$ cat src/rtl/cv32e40x_pkg.sv
// Shared types for the Zbc carry-less multiply sequencer.
// Optional macro: CV32E40X_CLMUL_EARLY_TERM_EN (used in cv32e40x_b_clmul_seq).
package cv32e40x_pkg;

    typedef enum logic [1:0] {
        CLMUL_OP  = 2'b00,
        CLMULH_OP = 2'b01,
        CLMULR_OP = 2'b10
    } clmul_op_e;

    typedef enum logic [1:0] {
        CLMUL_IDLE,
        CLMUL_BUSY,
        CLMUL_DONE
    } clmul_state_e;

    localparam int CLMUL_MAX_BPC = 8;

    // The reserved encoding 2'b11 falls through to the low half, like CLMUL.
    function automatic logic [31:0] clmul_select(
        input clmul_op_e   op,
        input logic [63:0] p
    );
        logic [31:0] r;
        case (op)
            CLMULH_OP: r = p[63:32];
            CLMULR_OP: r = p[62:31];
            default:   r = p[31:0];
        endcase
        return r;
    endfunction

endpackage

$ cat src/rtl/cv32e40x_b_clmul_step.sv
// One combinational shift/XOR step of the carry-less multiply.
// Optional macro: none.
module cv32e40x_b_clmul_step #(
    parameter int BPC = 4
) (
    input  logic [63:0]    acc_i,
    input  logic [31:0]    a_i,
    input  logic [BPC-1:0] b_bits_i,
    input  logic [5:0]     shamt_i,
    output logic [63:0]    acc_o
);

    always_comb begin
        acc_o = acc_i;
        for (int i = 0; i < BPC; i++) begin
            if (b_bits_i[i]) begin
                acc_o = acc_o ^ ({32'b0, a_i} << (shamt_i + 6'(i)));
            end
        end
    end

endmodule

$ cat src/rtl/cv32e40x_b_clmul_seq.sv
// Multi-cycle sequencer for clmul/clmulh/clmulr.
// Optional macro: CV32E40X_CLMUL_EARLY_TERM_EN (exit BUSY once op_b is exhausted).
module cv32e40x_b_clmul_seq
    import cv32e40x_pkg::*;
#(
    parameter int BITS_PER_CYCLE = 4
) (
    input  logic        clk,
    input  logic        rst,
    input  logic        valid_i,
    output logic        ready_o,
    input  logic [1:0]  operator_i,
    input  logic [31:0] op_a_i,
    input  logic [31:0] op_b_i,
    input  logic        kill_i,
    output logic        valid_o,
    input  logic        ready_i,
    output logic [31:0] result_o
);

    localparam int NCYC  = 32 / BITS_PER_CYCLE;
    localparam int CNT_W = (NCYC > 1) ? $clog2(NCYC) : 1;
    localparam logic [CNT_W-1:0] CNT_LAST = CNT_W'(NCYC - 1);

    if (!((BITS_PER_CYCLE == 1) || (BITS_PER_CYCLE == 2) ||
          (BITS_PER_CYCLE == 4) || (BITS_PER_CYCLE == 8)) ||
        (BITS_PER_CYCLE > CLMUL_MAX_BPC)) begin : g_bpc_chk
        $error("BITS_PER_CYCLE must be 1, 2, 4 or 8");
    end

    clmul_state_e state_q, state_d;
    clmul_op_e    op_q, op_d;
    logic [31:0]  a_q, a_d;
    logic [31:0]  b_q, b_d;
    logic [63:0]  acc_q, acc_d;
    logic [CNT_W-1:0] cnt_q, cnt_d;
    logic [31:0]  result_q, result_d;
    logic         valid_q, valid_d;
    logic         ready_q, ready_d;

    logic [63:0]  acc_step;
    logic [31:0]  b_shift;
    logic [5:0]   shamt;
    logic         last;

    assign shamt   = 6'(cnt_q) * 6'(BITS_PER_CYCLE);
    assign b_shift = b_q >> BITS_PER_CYCLE;

    cv32e40x_b_clmul_step #(
        .BPC (BITS_PER_CYCLE)
    ) u_step (
        .acc_i    (acc_q),
        .a_i      (a_q),
        .b_bits_i (b_q[BITS_PER_CYCLE-1:0]),
        .shamt_i  (shamt),
        .acc_o    (acc_step)
    );

`ifdef CV32E40X_CLMUL_EARLY_TERM_EN
    assign last = (cnt_q == CNT_LAST) || (b_shift == 32'b0);
`else
    assign last = (cnt_q == CNT_LAST);
`endif

    always_comb begin
        state_d  = state_q;
        op_d     = op_q;
        a_d      = a_q;
        b_d      = b_q;
        acc_d    = acc_q;
        cnt_d    = cnt_q;
        result_d = result_q;
        valid_d  = valid_q;
        ready_d  = ready_q;

        unique case (state_q)
            CLMUL_IDLE: begin
                if (valid_i && ready_q) begin
                    state_d = CLMUL_BUSY;
                    op_d    = clmul_op_e'(operator_i);
                    a_d     = op_a_i;
                    b_d     = op_b_i;
                    acc_d   = 64'b0;
                    cnt_d   = '0;
                    ready_d = 1'b0;
                end
            end
            CLMUL_BUSY: begin
                acc_d = acc_step;
                b_d   = b_shift;
                cnt_d = cnt_q + CNT_W'(1);
                if (last) begin
                    state_d  = CLMUL_DONE;
                    valid_d  = 1'b1;
                    result_d = clmul_select(op_q, acc_step);
                end
            end
            CLMUL_DONE: begin
                // ready_o only rises after the handoff edge, never alongside it.
                if (ready_i) begin
                    state_d = CLMUL_IDLE;
                    valid_d = 1'b0;
                    ready_d = 1'b1;
                end
            end
            default: begin
                state_d = CLMUL_IDLE;
                valid_d = 1'b0;
                ready_d = 1'b1;
            end
        endcase

        if (kill_i) begin
            state_d = CLMUL_IDLE;
            valid_d = 1'b0;
            ready_d = 1'b1;
        end
    end

    always_ff @(posedge clk) begin
        if (rst) begin
            state_q  <= CLMUL_IDLE;
            op_q     <= CLMUL_OP;
            a_q      <= '0;
            b_q      <= '0;
            acc_q    <= '0;
            cnt_q    <= '0;
            result_q <= '0;
            valid_q  <= 1'b0;
            ready_q  <= 1'b1;
        end else begin
            state_q  <= state_d;
            op_q     <= op_d;
            a_q      <= a_d;
            b_q      <= b_d;
            acc_q    <= acc_d;
            cnt_q    <= cnt_d;
            result_q <= result_d;
            valid_q  <= valid_d;
            ready_q  <= ready_d;
        end
    end

    assign ready_o  = ready_q;
    assign valid_o  = valid_q;
    assign result_o = result_q;

endmodule
$ cat config.mk
export PLATFORM = sky130hd
export DESIGN_NAME = cv32e40x_b_clmul_seq
export DESIGN_NICKNAME = d
export VERILOG_FILES = /design/src/rtl/cv32e40x_pkg.sv /design/src/rtl/cv32e40x_b_clmul_step.sv /design/src/rtl/cv32e40x_b_clmul_seq.sv
export SDC_FILE = /design/constraint.sdc
export NUM_CORES = 1
export LEC_CHECK = 0
export ABC_CLOCK_PERIOD_IN_PS = 8700
export CELL_PAD_IN_SITES_DETAIL_PLACEMENT = 0
export CELL_PAD_IN_SITES_GLOBAL_PLACEMENT = 1
export CORE_MARGIN = 2
export CORE_UTILIZATION = 28
export DETAILED_ROUTE_END_ITERATION = 8
export GPL_TIMING_DRIVEN = 0
export PLACE_DENSITY_LB_ADDON = 0.1
export SLEW_MARGIN = 30
export SYNTH_ARGS = -nofsm -noshare
export SYNTH_HDL_FRONTEND = slang
export SYNTH_SLANG_ARGS = --single-unit
$ cat constraint.sdc
create_clock -name clk -period 8.7 [get_ports clk]
set_clock_uncertainty 0.05 [all_clocks]
set_input_delay 2.175 -clock clk [delete_from_list [all_inputs] [get_ports clk]]
set_output_delay 2.175 -clock clk [all_outputs]
set_load 0.005 [all_outputs]
==> Yosys cells after proc, flatten, opt, wreduce, memory -nomap -nowiden <==
Cells that the tools add are included.
{ "word_totals": {"wordCells": 62, "in_bits": 71, "reg_bits": 169, "out_inout_bits": 34} }
{ "op_classes": {"n_bitwise": 6, "add_sub_neg": 4, "n_eq_ne": 8, "n_mux": 21, "reduce_logical": 10, "n_shift": 4} }
{ "op_table": {"columns": ["operator", "n"], "rows": [
  ["2-to-1 mux 64 bit", 5],
  ["XOR 64 bit", 4],
  ["<< shifter 32 x 6 -> 64 bit", 3],
  ["one-hot mux 32 bit (2 select lines)", 2],
  ["one-hot mux 64 bit (2 select lines)", 1],
  ["<< shifter 32 x 5 -> 64 bit", 1],
  ["2-to-1 mux 32 bit", 1],
  ["adder 5 x 2 -> 6 bit (second input constant)", 2],
  ["AND reduction 3 bit", 3],
  ["adder 5 x 1 -> 6 bit (second input constant)", 1],
  ["2-to-1 mux 2 bit", 3],
  ["!= test 2 bit (second input constant)", 3],
  ["one-hot mux 1 bit (3 select lines)", 2],
  ["one-hot mux 2 bit (3 select lines)", 1],
  ["one-hot mux 3 bit (2 select lines)", 1],
  ["AND reduction 2 bit", 3],
  ["equality test 2 x 1 -> 1 bit (second input constant)", 2],
  ["equality test 2 bit (second input constant)", 2],
  ["2-to-1 mux 1 bit", 4],
  ["adder 3 x 1 -> 3 bit (second input constant)", 1],
  ["equality test 3 bit (second input constant)", 1],
  ["2-to-1 mux 3 bit", 1],
  ["zero test 2 bit", 1],
  ["inverter 1 bit", 2],
  ["3 further kinds", 3]
]} }

==> Depth between registers and ports, before layout <==
Gate-level depths: netlist (run 1).
{ "depth": {"ltp_word": 10, "ltp_mapped": 12, "depth_no_buf": 7} }

==> By module <==
Synthesis (run 1) repeated with hierarchy kept, for this count alone.
{ "hier_totals": {"hier_cells": 2480, "hier_area_um2": 20582.2} }
{ "modules_own_cells": {"columns": ["module", "instances", "area_per_inst_um2", "cells_each", "seq_area_each_um2"], "rows": [
  ["cv32e40x_b_clmul_step", 1, 14178.6, 1824, 0.0],
  ["cv32e40x_b_clmul_seq", 1, 6403.6, 656, 3383.2]
]} }

==> Worst setup path after synthesis (run 1) <==
No wires, ideal clock.
{ "synth_timing": {"kind": "input-to-reg", "start": "in valid_i", "end": "reg op_q[0]", "setup_ns": 0.071, "arrival_time_ns": 3.505, "setup_slack_ns": 5.074, "required_time_ns": 8.579, "n_path_buf": 2, "path_stages": 5, "cell_sequence": "nor4b_1 -> clkbuf_1 -> buf_1 -> nand2_1 -> a21oi_1"} }
{ "synth_between": {"elab_chain_cells": 2} }
{ "synth_lines": {"columns": ["element", "line", "text"], "rows": [
  ["from (decl)", "cv32e40x_b_clmul_seq.sv:10", "input logic valid_i,"],
  ["logical AND 1 bit", "cv32e40x_b_clmul_seq.sv:78", "if (valid_i && ready_q) begin"],
  ["AND reduction 2 bit (no line)", null, null],
  ["to (signal assigned)", "cv32e40x_b_clmul_seq.sv:133", "op_q <= op_d;"],
  ["to (decl)", "cv32e40x_b_clmul_seq.sv:32", "clmul_op_e op_q, op_d;"]
]} }
No other way between the ends.
A chain may end at the register's enable or synchronous reset.

==> Worst setup path after layout (run 1) <==
{ "layout_timing": {"start": "reg b_q[1]", "end": "reg result_q[1] (netlist: result_o[1])"} }
{ "layout_between": {"elab_chain_cells": 6} }
{ "layout_lines": {"columns": ["element", "line", "text"], "rows": [
  ["from (decl)", "cv32e40x_b_clmul_seq.sv:34", "logic [31:0] b_q, b_d;"],
  ["from (signal assigned)", "cv32e40x_b_clmul_seq.sv:125", "b_q <= '0;"],
  ["from (signal assigned)", "cv32e40x_b_clmul_seq.sv:135", "b_q <= b_d;"],
  ["2-to-1 mux 64 bit (*)", "cv32e40x_b_clmul_step.sv:16", "if (b_bits_i[i]) begin"],
  ["XOR 64 bit", "cv32e40x_b_clmul_step.sv:17", "acc_o = acc_o ^ ({32'b0, a_i} << (shamt_i + 6'(i)));"],
  ["2-to-1 mux 64 bit (*)", "cv32e40x_b_clmul_step.sv:16", null],
  ["XOR 64 bit", "cv32e40x_b_clmul_step.sv:17", null],
  ["2-to-1 mux 64 bit (*)", "cv32e40x_b_clmul_step.sv:16", null],
  ["one-hot mux 32 bit (2 select lines) (*)", "cv32e40x_pkg.sv:25", "case (op)"],
  ["to (signal assigned)", "cv32e40x_b_clmul_seq.sv:138", "result_q <= result_d;"],
  ["to (decl)", "cv32e40x_b_clmul_seq.sv:37", "logic [31:0] result_q, result_d;"]
]} }
Mark *: on every way between the ends. The rest lies on a longest branch, timed or not.

==> results of run 1 <==
worst max path at each step:
stage,startpoint,cells after the start,end
2_1_floorplan,valid_i,5,op_q[0]
3_3_place_gp,valid_i,6,a_q[30]
3_5_place_dp,valid_i,6,b_q[0]
4_1_cts,b_q[1],9,result_o[31]
5_1_grt,b_q[1],9,result_o[31]
6_report,b_q[1],10,result_o[1]
cell families (layout without fill, tap and decap cells):
logic type	Yosys count	after routing	share of synthesized area (%)
AOI/OAI and AO/OA	342	342	18.2
xor gates and xnor gates	196	196	17.7
adders and majority gates	4	4	0.410
buffers and inverters	154	290	5.29
DFF	168	168	27.5
muxes	63	63	8.04
and+or+nand+nor	644	644	22.9
stage by stage:
step | utilization [%] | hold slack (ns) | total power, uW | cells
after floorplan | - | 0.396 | 1060 | 1571
after global placement | 32.5 | 0.399 | 1250 | 2260
after detailed placement | 32.5 | 0.403 | 1250 | 2260
after CTS | 33.8 | 0.412 | 2040 | 2292
after global routing | 33.8 | 0.445 | 2110 | 2292
final | 33.8 | 0.408 | 2030 | 2292
area by class of cell:
cell class                      count  area [um^2]
Tap cell                          585          732
Fill cell                        4752        28500
Sequential cell                   168         3360
Buffer                            141          597
Inverter                           13         48.8
Clock inverter                     11          124
Multi-Input combinational cell   1249         8210
Clock buffer                       21          460
Timing Repair Buffer              104         1040
metal layers:
layer  part of all wire [%]  wire length, um  vias to the layer above
met5                      0                0                        -
met1                     46            26800                     6135
li1                       -                -                     5728
met4                    3.4             1990                        0
met2                     45            26500                      431
met3                    6.0             3530                       77
synthesized netlist by cell type, drive strengths merged, types with 5 or more instances:
master,n,area (um^2)
nand2,354,1340
dfxtp,168,3360
a21oi,134,671
nor2,112,420
xnor2,109,955
clkbuf,97,365
nand3,65,325
xor2,56,498
o21ai,48,240
buf,44,231
a311oi,34,298
nor3,30,155
mux2,26,300
xnor3,26,586
mux4,24,552
a211oi,18,145
nor2b,15,93.8
a221oi,14,123
a31oi,14,87.6
nand2b,14,87.6
nand4,14,87.6
inv,13,48.8
mux2i,13,130
and2,12,75.1
o22ai,11,68.8
a32oi,10,87.6
a22oi,9,72.6
a21o,7,52.6
o21bai,6,45.0
a22o,5,43.8
and3,5,31.3
nor3b,5,42.5
xor3,5,119
report_power, final:
part / internal [uW] / switching [uW] / leakage [uW]
Combinational: 135 / 279 / 0.00318
Sequential: 794 / 30.0 / 0.00137
Clock: 437 / 354 / 0.000279
flip-flops by register name, indices dropped and copies added, names as in the netlist:
register,flops
acc_q,63
a_q,32
b_q,32
result_o,32
cnt_q,3
op_q,2
state_q,2
ready_o,1
valid_o,1
critical path, cell delays in order, from the launching register on:
cell and delay, ns:
sky130_fd_sc_hd__dfxtp_1 0.31, sky130_fd_sc_hd__clkbuf_1 0.53, sky130_fd_sc_hd__clkbuf_1 0.66, sky130_fd_sc_hd__buf_1 0.77, sky130_fd_sc_hd__buf_1 0.76, sky130_fd_sc_hd__nand2_1 0.15
sky130_fd_sc_hd__xor2_1 0.18, sky130_fd_sc_hd__nand2_1 0.11, sky130_fd_sc_hd__xor2_1 0.55, sky130_fd_sc_hd__nand2_1 0.13, sky130_fd_sc_hd__a32o_1 0.27
==> impl_results.md, run 1 <==
- Maximum clock insertion buffer count: 2
- Gate count of the mapped netlist: 1571
- Aggregate global routing overflow: 0
- Clk_lat worst skew: 0.47 ns
- Cell Rows: 76
- Post-DP Area: 14000 um^2
- Arrival time of data at the critical path endpoint: 4.92 ns
- Syn_area_per_cell: 7.78 um^2
- Setup repair after global routing missed its margin: false
- Outcome: completed
- CTS H-tree lvls: 4
- Startpoint-to-endpoint class of the critical path: reg -> reg
- Wire length per cell after detailed routing: 25.6 um
- Remaining number of nets flagged by the antenna check after routing: 0
- Share of cells above drive strength 1: 6.39%
- Crit path max fanout: 10
- GRT met3 Usage: 4.46%
- Number of post-CTS setup repair buffers: 0
- First-pass iteration count of the detailed router: 5
- Routability-driven placement congestion ratio: 0.938
- Period utilisation layout: 53.0%
- Total standard cell area after synthesis: 12200 um^2
- Pin count of the biggest net entering global routing: 17
- Register-to-register setup slack: 4.09 ns
- Worst-margin pin slew: 0.969 ns
- Number of cells on the worst hold path: 2
- CTS Root Cell: sky130_fd_sc_hd__clkbuf_16
- Worst IR Drop VDD: 0.0000914 V
- Core region area: 43100 um^2
- Synth-to-layout area growth: 19.3%
- Setup violations, final: 0
- Final routed wirelength across all metal layers: 58800 um
- Final Slew Violations: 0
- Post-Synthesis Net Count: 1646
- Number of top-level pins: 105
- Flip-flop and latch count after synthesis: 168
- Fin. Hold Viols: 0
- Worst reg2reg path startpoint: b_q[1]
- Worst Setup Slack post-DPL: 3.82 ns
- Depth of the worst register-to-register path: 10
- Leakage power summed over all cells: 0.00483 uW
- Number of warnings printed during yosys synthesis: 0
- Hold Path Origin: result_o[6]
- CTS tree: yes
- Post-CTS Hold Fix Bufs: 0
- Die area: 45300 um^2
- Destination of the worst hold path: result_o[6]
- Met1 Usage GRT: 35.8%
- Ant diodes: 0
- Power per standard cell area: 139 nW/um^2
- Via count of the first global-routing pass: 12100
- Maximum clock frequency: 0.217 GHz
- Async set or reset register ratio after synthesis: 0%
- Highest-utilization routing layer at the global route stage: met2
- RR Endpoint: result_o[1]
- Inserted Clock Buffers: 17
- Register clock-pin slew on the reported worst setup and hold paths: 0.07 ns
- Final design instance area without fill: 14600 um^2
- Number of buffers inserted by port buffering: 104
- Average vias per placed instance: 5.40
- Global routing usage on met2: 42.1%
- Most frequently used flop master after synthesis: sky130_fd_sc_hd__dfxtp_1
- Critical Path Source Type: flop
- Resized cells post-CTS: 0
- Vias: 12400
- Endpoint required time on the critical path: 9.01 ns
- Number of nets in the layout: 1769
- Max-slew headroom: 35.4%
- Number of remaining DRC errors: 0
- Chip Width: 213 um
- Highest-count cells in the layout ignoring fill and taps: sky130_fd_sc_hd__nand2_1 (353), sky130_fd_sc_hd__dfxtp_1 (168), sky130_fd_sc_hd__a21oi_1 (134)
- Die Ht: 213 um
- Minimum clock period after layout: 4.61 ns
- Number of antenna violations at the first check in global routing: 1
- Initial drt markers: 817
- Clock Sinks: 168
- Detailed placement HPWL: 46100 um
- Portion of the post-synthesis area used by sequential elements: 27.5%
- Netlist cell types: 75
- Overall global routing resource usage: 26.4%
- Post-synth EDFFs: 0
- First-pass GRT wire length: 84900 um
- Leading cell type in the layout, fill and taps excluded: sky130_fd_sc_hd__nand2_1
- Path type of the worst min-delay path: reg -> reg
- Max-capacitance violation count: 0
- Final WS setup: 4.09 ns
- Starting Density: 28.4%
- Setup Total Neg Slack: 0 ns
- Capturing element type of the critical path: flop
No activity file was read; power rests on OpenSTA's default activity.
==> run 2: changes to the inputs <==
--- a/config.mk
+++ b/config.mk
@@ -5,7 +5,7 @@
 export SDC_FILE = /design/constraint.sdc
 export NUM_CORES = 1
 export LEC_CHECK = 0
-export ABC_CLOCK_PERIOD_IN_PS = 8700
+export ABC_CLOCK_PERIOD_IN_PS = 4650
 export CELL_PAD_IN_SITES_DETAIL_PLACEMENT = 0
 export CELL_PAD_IN_SITES_GLOBAL_PLACEMENT = 1
 export CORE_MARGIN = 2
==> constraint.sdc (replaced) <==
create_clock -name clk -period 4.65 [get_ports clk]
set_clock_uncertainty 0.05 [all_clocks]
set_input_delay 1.1625 -clock clk [delete_from_list [all_inputs] [get_ports clk]]
set_output_delay 1.1625 -clock clk [all_outputs]
set_load 0.005 [all_outputs]
==> results of run 2 <==
The final DEF is identical to that of run 1. Status: completed.
Main changes from that run: setup slack after placement 3.82 ns -> 0.147 ns; setup slack after layout 4.09 ns -> 0.0394 ns; register-to-register setup slack 4.09 ns -> 0.04 ns; total power 2030 uW -> 3800 uW; worst IR drop on VDD 0.0000914 V -> 0.000171 V
==> run 3: changes to the inputs <==
--- a/config.mk
+++ b/config.mk
@@ -9,8 +9,9 @@
 export CELL_PAD_IN_SITES_DETAIL_PLACEMENT = 0
 export CELL_PAD_IN_SITES_GLOBAL_PLACEMENT = 1
 export CORE_MARGIN = 2
-export CORE_UTILIZATION = 28
+export CORE_UTILIZATION = 44
 export DETAILED_ROUTE_END_ITERATION = 8
+export GPL_ROUTABILITY_DRIVEN = 0
 export GPL_TIMING_DRIVEN = 0
 export PLACE_DENSITY_LB_ADDON = 0.1
 export SLEW_MARGIN = 30
==> run 3 against run 2 <==
Worst setup slack gained 0.51 ns. Maximum frequency up 12%. Die area is 36% lower. Register-to-register slack improved by 0.51 ns. Wire length is 16% lower. Clock power is 5% higher. Worst hold slack improved by 0.0033 ns. Sequential power is essentially flat. Sequential cell count unchanged. Critical path depth unchanged. Via count rose by 2.2%. Combinational power down 3.9%.
==> impl_results.md, run 3 (same netlist as run 1, synthesis figures left out) <==
- Met2 wire len: 20700 um (-22%)
- Post-CTS Hold Fix Bufs: 0 (unchanged)
- Leakage power summed over all cells: 0.00485 uW (+0.51%)
- Core region area: 27100 um^2 (-37%)
- Final Slew Violations: 0 (unchanged)
- Number of nets in the layout: 1769 (unchanged)
- Die Ht: 171 um (-20%)
- Clock Sinks: 168 (unchanged)
- Wire length per cell after detailed routing: 23.9 um (-7.0%)
- Final routed wirelength across all metal layers: 49600 um (-16%)
- Endpoint required time on the critical path: 4.95 ns
- Power per standard cell area: 268 nW/um^2
- First-pass GRT wire length: 74200 um (-13%)
- Chip Width: 171 um (-20%)
- Number of cells on the worst hold path: 2 (unchanged)
- Initial drt markers: 1723 (+110%)
- Worst-margin pin slew: 0.990 ns (+0.0202 ns)
- Pin count of the biggest net entering global routing: 19 (+2)
- Detailed placement HPWL: 37800 um (-18%)
- Starting Density: 45.1% (+17 points)
- Worst IR Drop VDD: 0.000242 V
- Number of post-CTS setup repair buffers: 0 (unchanged)
- Length of routed met3 wiring: 5040 um (+43%)
- Startpoint-to-endpoint class of the critical path: reg -> reg
- Number of cells in the finished layout apart from fillers: 2079 (-9.3%)
- Maximum clock frequency: 0.244 GHz (+12%)
- Register clock-pin slew on the reported worst setup and hold paths: 0.08 ns (about the same)
- Period utilisation layout: 88.2%
- Number of remaining DRC errors: 0 (unchanged)
- Final design instance area without fill: 14400 um^2 (-1.6%)
- CTS tree: yes
- CTS Root Cell: sky130_fd_sc_hd__clkbuf_16
- Most frequent cell on the critical path: sky130_fd_sc_hd__nand2_1
- Cell at the slowest stage of the critical path: sky130_fd_sc_hd__buf_1
- Remaining number of nets flagged by the antenna check after routing: 0 (unchanged)
- Number of buffers inserted by port buffering: 104 (unchanged)
- First-pass iteration count of the detailed router: 6 (+1)
- Crit-path leading delay family: buffers and inverters
- Resized cells post-CTS: 0 (unchanged)
- Clk_lat worst skew: 0.46 ns (about the same)
- Cell Rows: 60 (-21%)
- Aggregate global routing overflow: 0 (unchanged)
- Capturing element type of the critical path: flop
- Outcome: completed
- Max-capacitance violation count: 0 (unchanged)
- Inserted Clock Buffers: 17 (unchanged)
- Leading cell type in the layout, fill and taps excluded: sky130_fd_sc_hd__nand2_1
- Max-slew headroom: 32.1% (-3.2 points)
- Ant diodes: 0 (unchanged)
- Worst slack on hold paths: 0.411 ns (+0.00332 ns)
- Crit path max fanout: 10 (unchanged)
- Arrival time of data at the critical path endpoint: 4.41 ns (-0.51 ns)
- Buf+Inv Stages, Crit Path: 4 (unchanged)
- Synth-to-layout area growth: 17.5%
- Overall global routing resource usage: 34.4% (+8.0 points)
- Cell-by-cell listing of the critical path: clkbuf_1, clkbuf_1, buf_1, buf_1, nand2_1, xor2_1, nand2_1, xor2_1, nand2_1, a32o_1
- Largest register FFs: 63 (unchanged)
- Maximum clock insertion buffer count: 2 (unchanged)
- CTS H-tree lvls: 4 (unchanged)
- Critical path's largest stage delay: 0.66 ns (-0.11 ns)
- Depth of the worst register-to-register path: 10 (unchanged)
- Fin. Hold Viols: 0 (unchanged)
- Share of cells above drive strength 1: 6.50% (+0.12 points)
- Vias: 12600 (+2.2%)
- Minimum clock period after layout: 4.10 ns
- Highest-count cells in the layout ignoring fill and taps: sky130_fd_sc_hd__nand2_1 (353), sky130_fd_sc_hd__dfxtp_1 (168), sky130_fd_sc_hd__a21oi_1 (134)
- Via count of the first global-routing pass: 11700 (-3.9%)
- Cell Count Post-Placement: 2047 (-9.4%)
- Depth of the critical timing path with buffers and inverters included: 10 (unchanged)
- Post-DP Area: 13700 um^2 (-1.9%)
- Number of top-level pins: 105 (unchanged)
- Register containing the most flip-flops in the final layout: acc_q
- Setup repair after global routing missed its margin: false
- Number of antenna violations at the first check in global routing: 0 (-1)
- Metal-1 WL: 20400 um (-24%)
- Die area: 29100 um^2 (-36%)
- Critical Path Source Type: flop
- Setup Total Neg Slack: 0 ns (unchanged)
- Core occupancy in the finished layout: 53.0% (+19 points)
- Setup violations, final: 0 (unchanged)
- Uppermost routed layer: met4
- Average vias per placed instance: 6.08 (+13%)
- Path type of the worst min-delay path: reg -> reg
[run 3: cell types whose count changed in the layout (fill, tap and decap cells not counted), sizes merged]
cell,before,now
clkbuf,118,115
inv,13,18
bufinv,2,1
clkinvlp,3,0
clkinv,6,8
[run 3: report_power, final]
group / total [uW] / switching (uW) / internal, uW
Clock: 1560 / 768 / 791
Sequential: 1540 / 55.0 / 1490
Combinational: 744 / 492 / 252
[run 3: path summary, 6_finish.rpt]
check	from	to	slack, ns
min	result_o[6]	result_o[6]	0.41
min reg2reg	result_o[6]	result_o[6]	0.41
max	b_q[1]	result_o[1]	0.55
max reg2reg	b_q[1]	result_o[1]	0.55
[run 3: per-stage QoR]
step / power [uW] / worst slack (ns)
finish: 3840 / 0.548
CTS: 3810 / 0.793
floorplan: 1980 / 1.92
global placement: 2280 / 0.691
detailed placement: 2290 / 0.797
global route: 3940 / 0.526
[run 3: metal layers]
layer,GRT usage [%],vias to the layer above
li1,-,5740
met1,46.6,5922
met2,50.5,826
met3,6.99,158
met4,20.6,0
met5,0,-
[run 3: tightest hold or removal path, cell delays in order (launching register included)]
cell and delay (ns):
sky130_fd_sc_hd__dfxtp_1 0.32, sky130_fd_sc_hd__nand2_1 0.05, sky130_fd_sc_hd__o21ai_1 0.05
[run 3: layout make-up]
| class | count | area (um^2) |
|---|---|---|
| fillers | 2747 | 12700 |
| multi-input cells | 1249 | 8210 |
| flip-flops and latches | 168 | 3360 |
| repair buffers | 104 | 1040 |
| clock inverters | 14 | 184 |
| plain buffers | 141 | 597 |
| inverters | 13 | 48.8 |
| well taps | 372 | 465 |
| clock buffers | 18 | 439 |
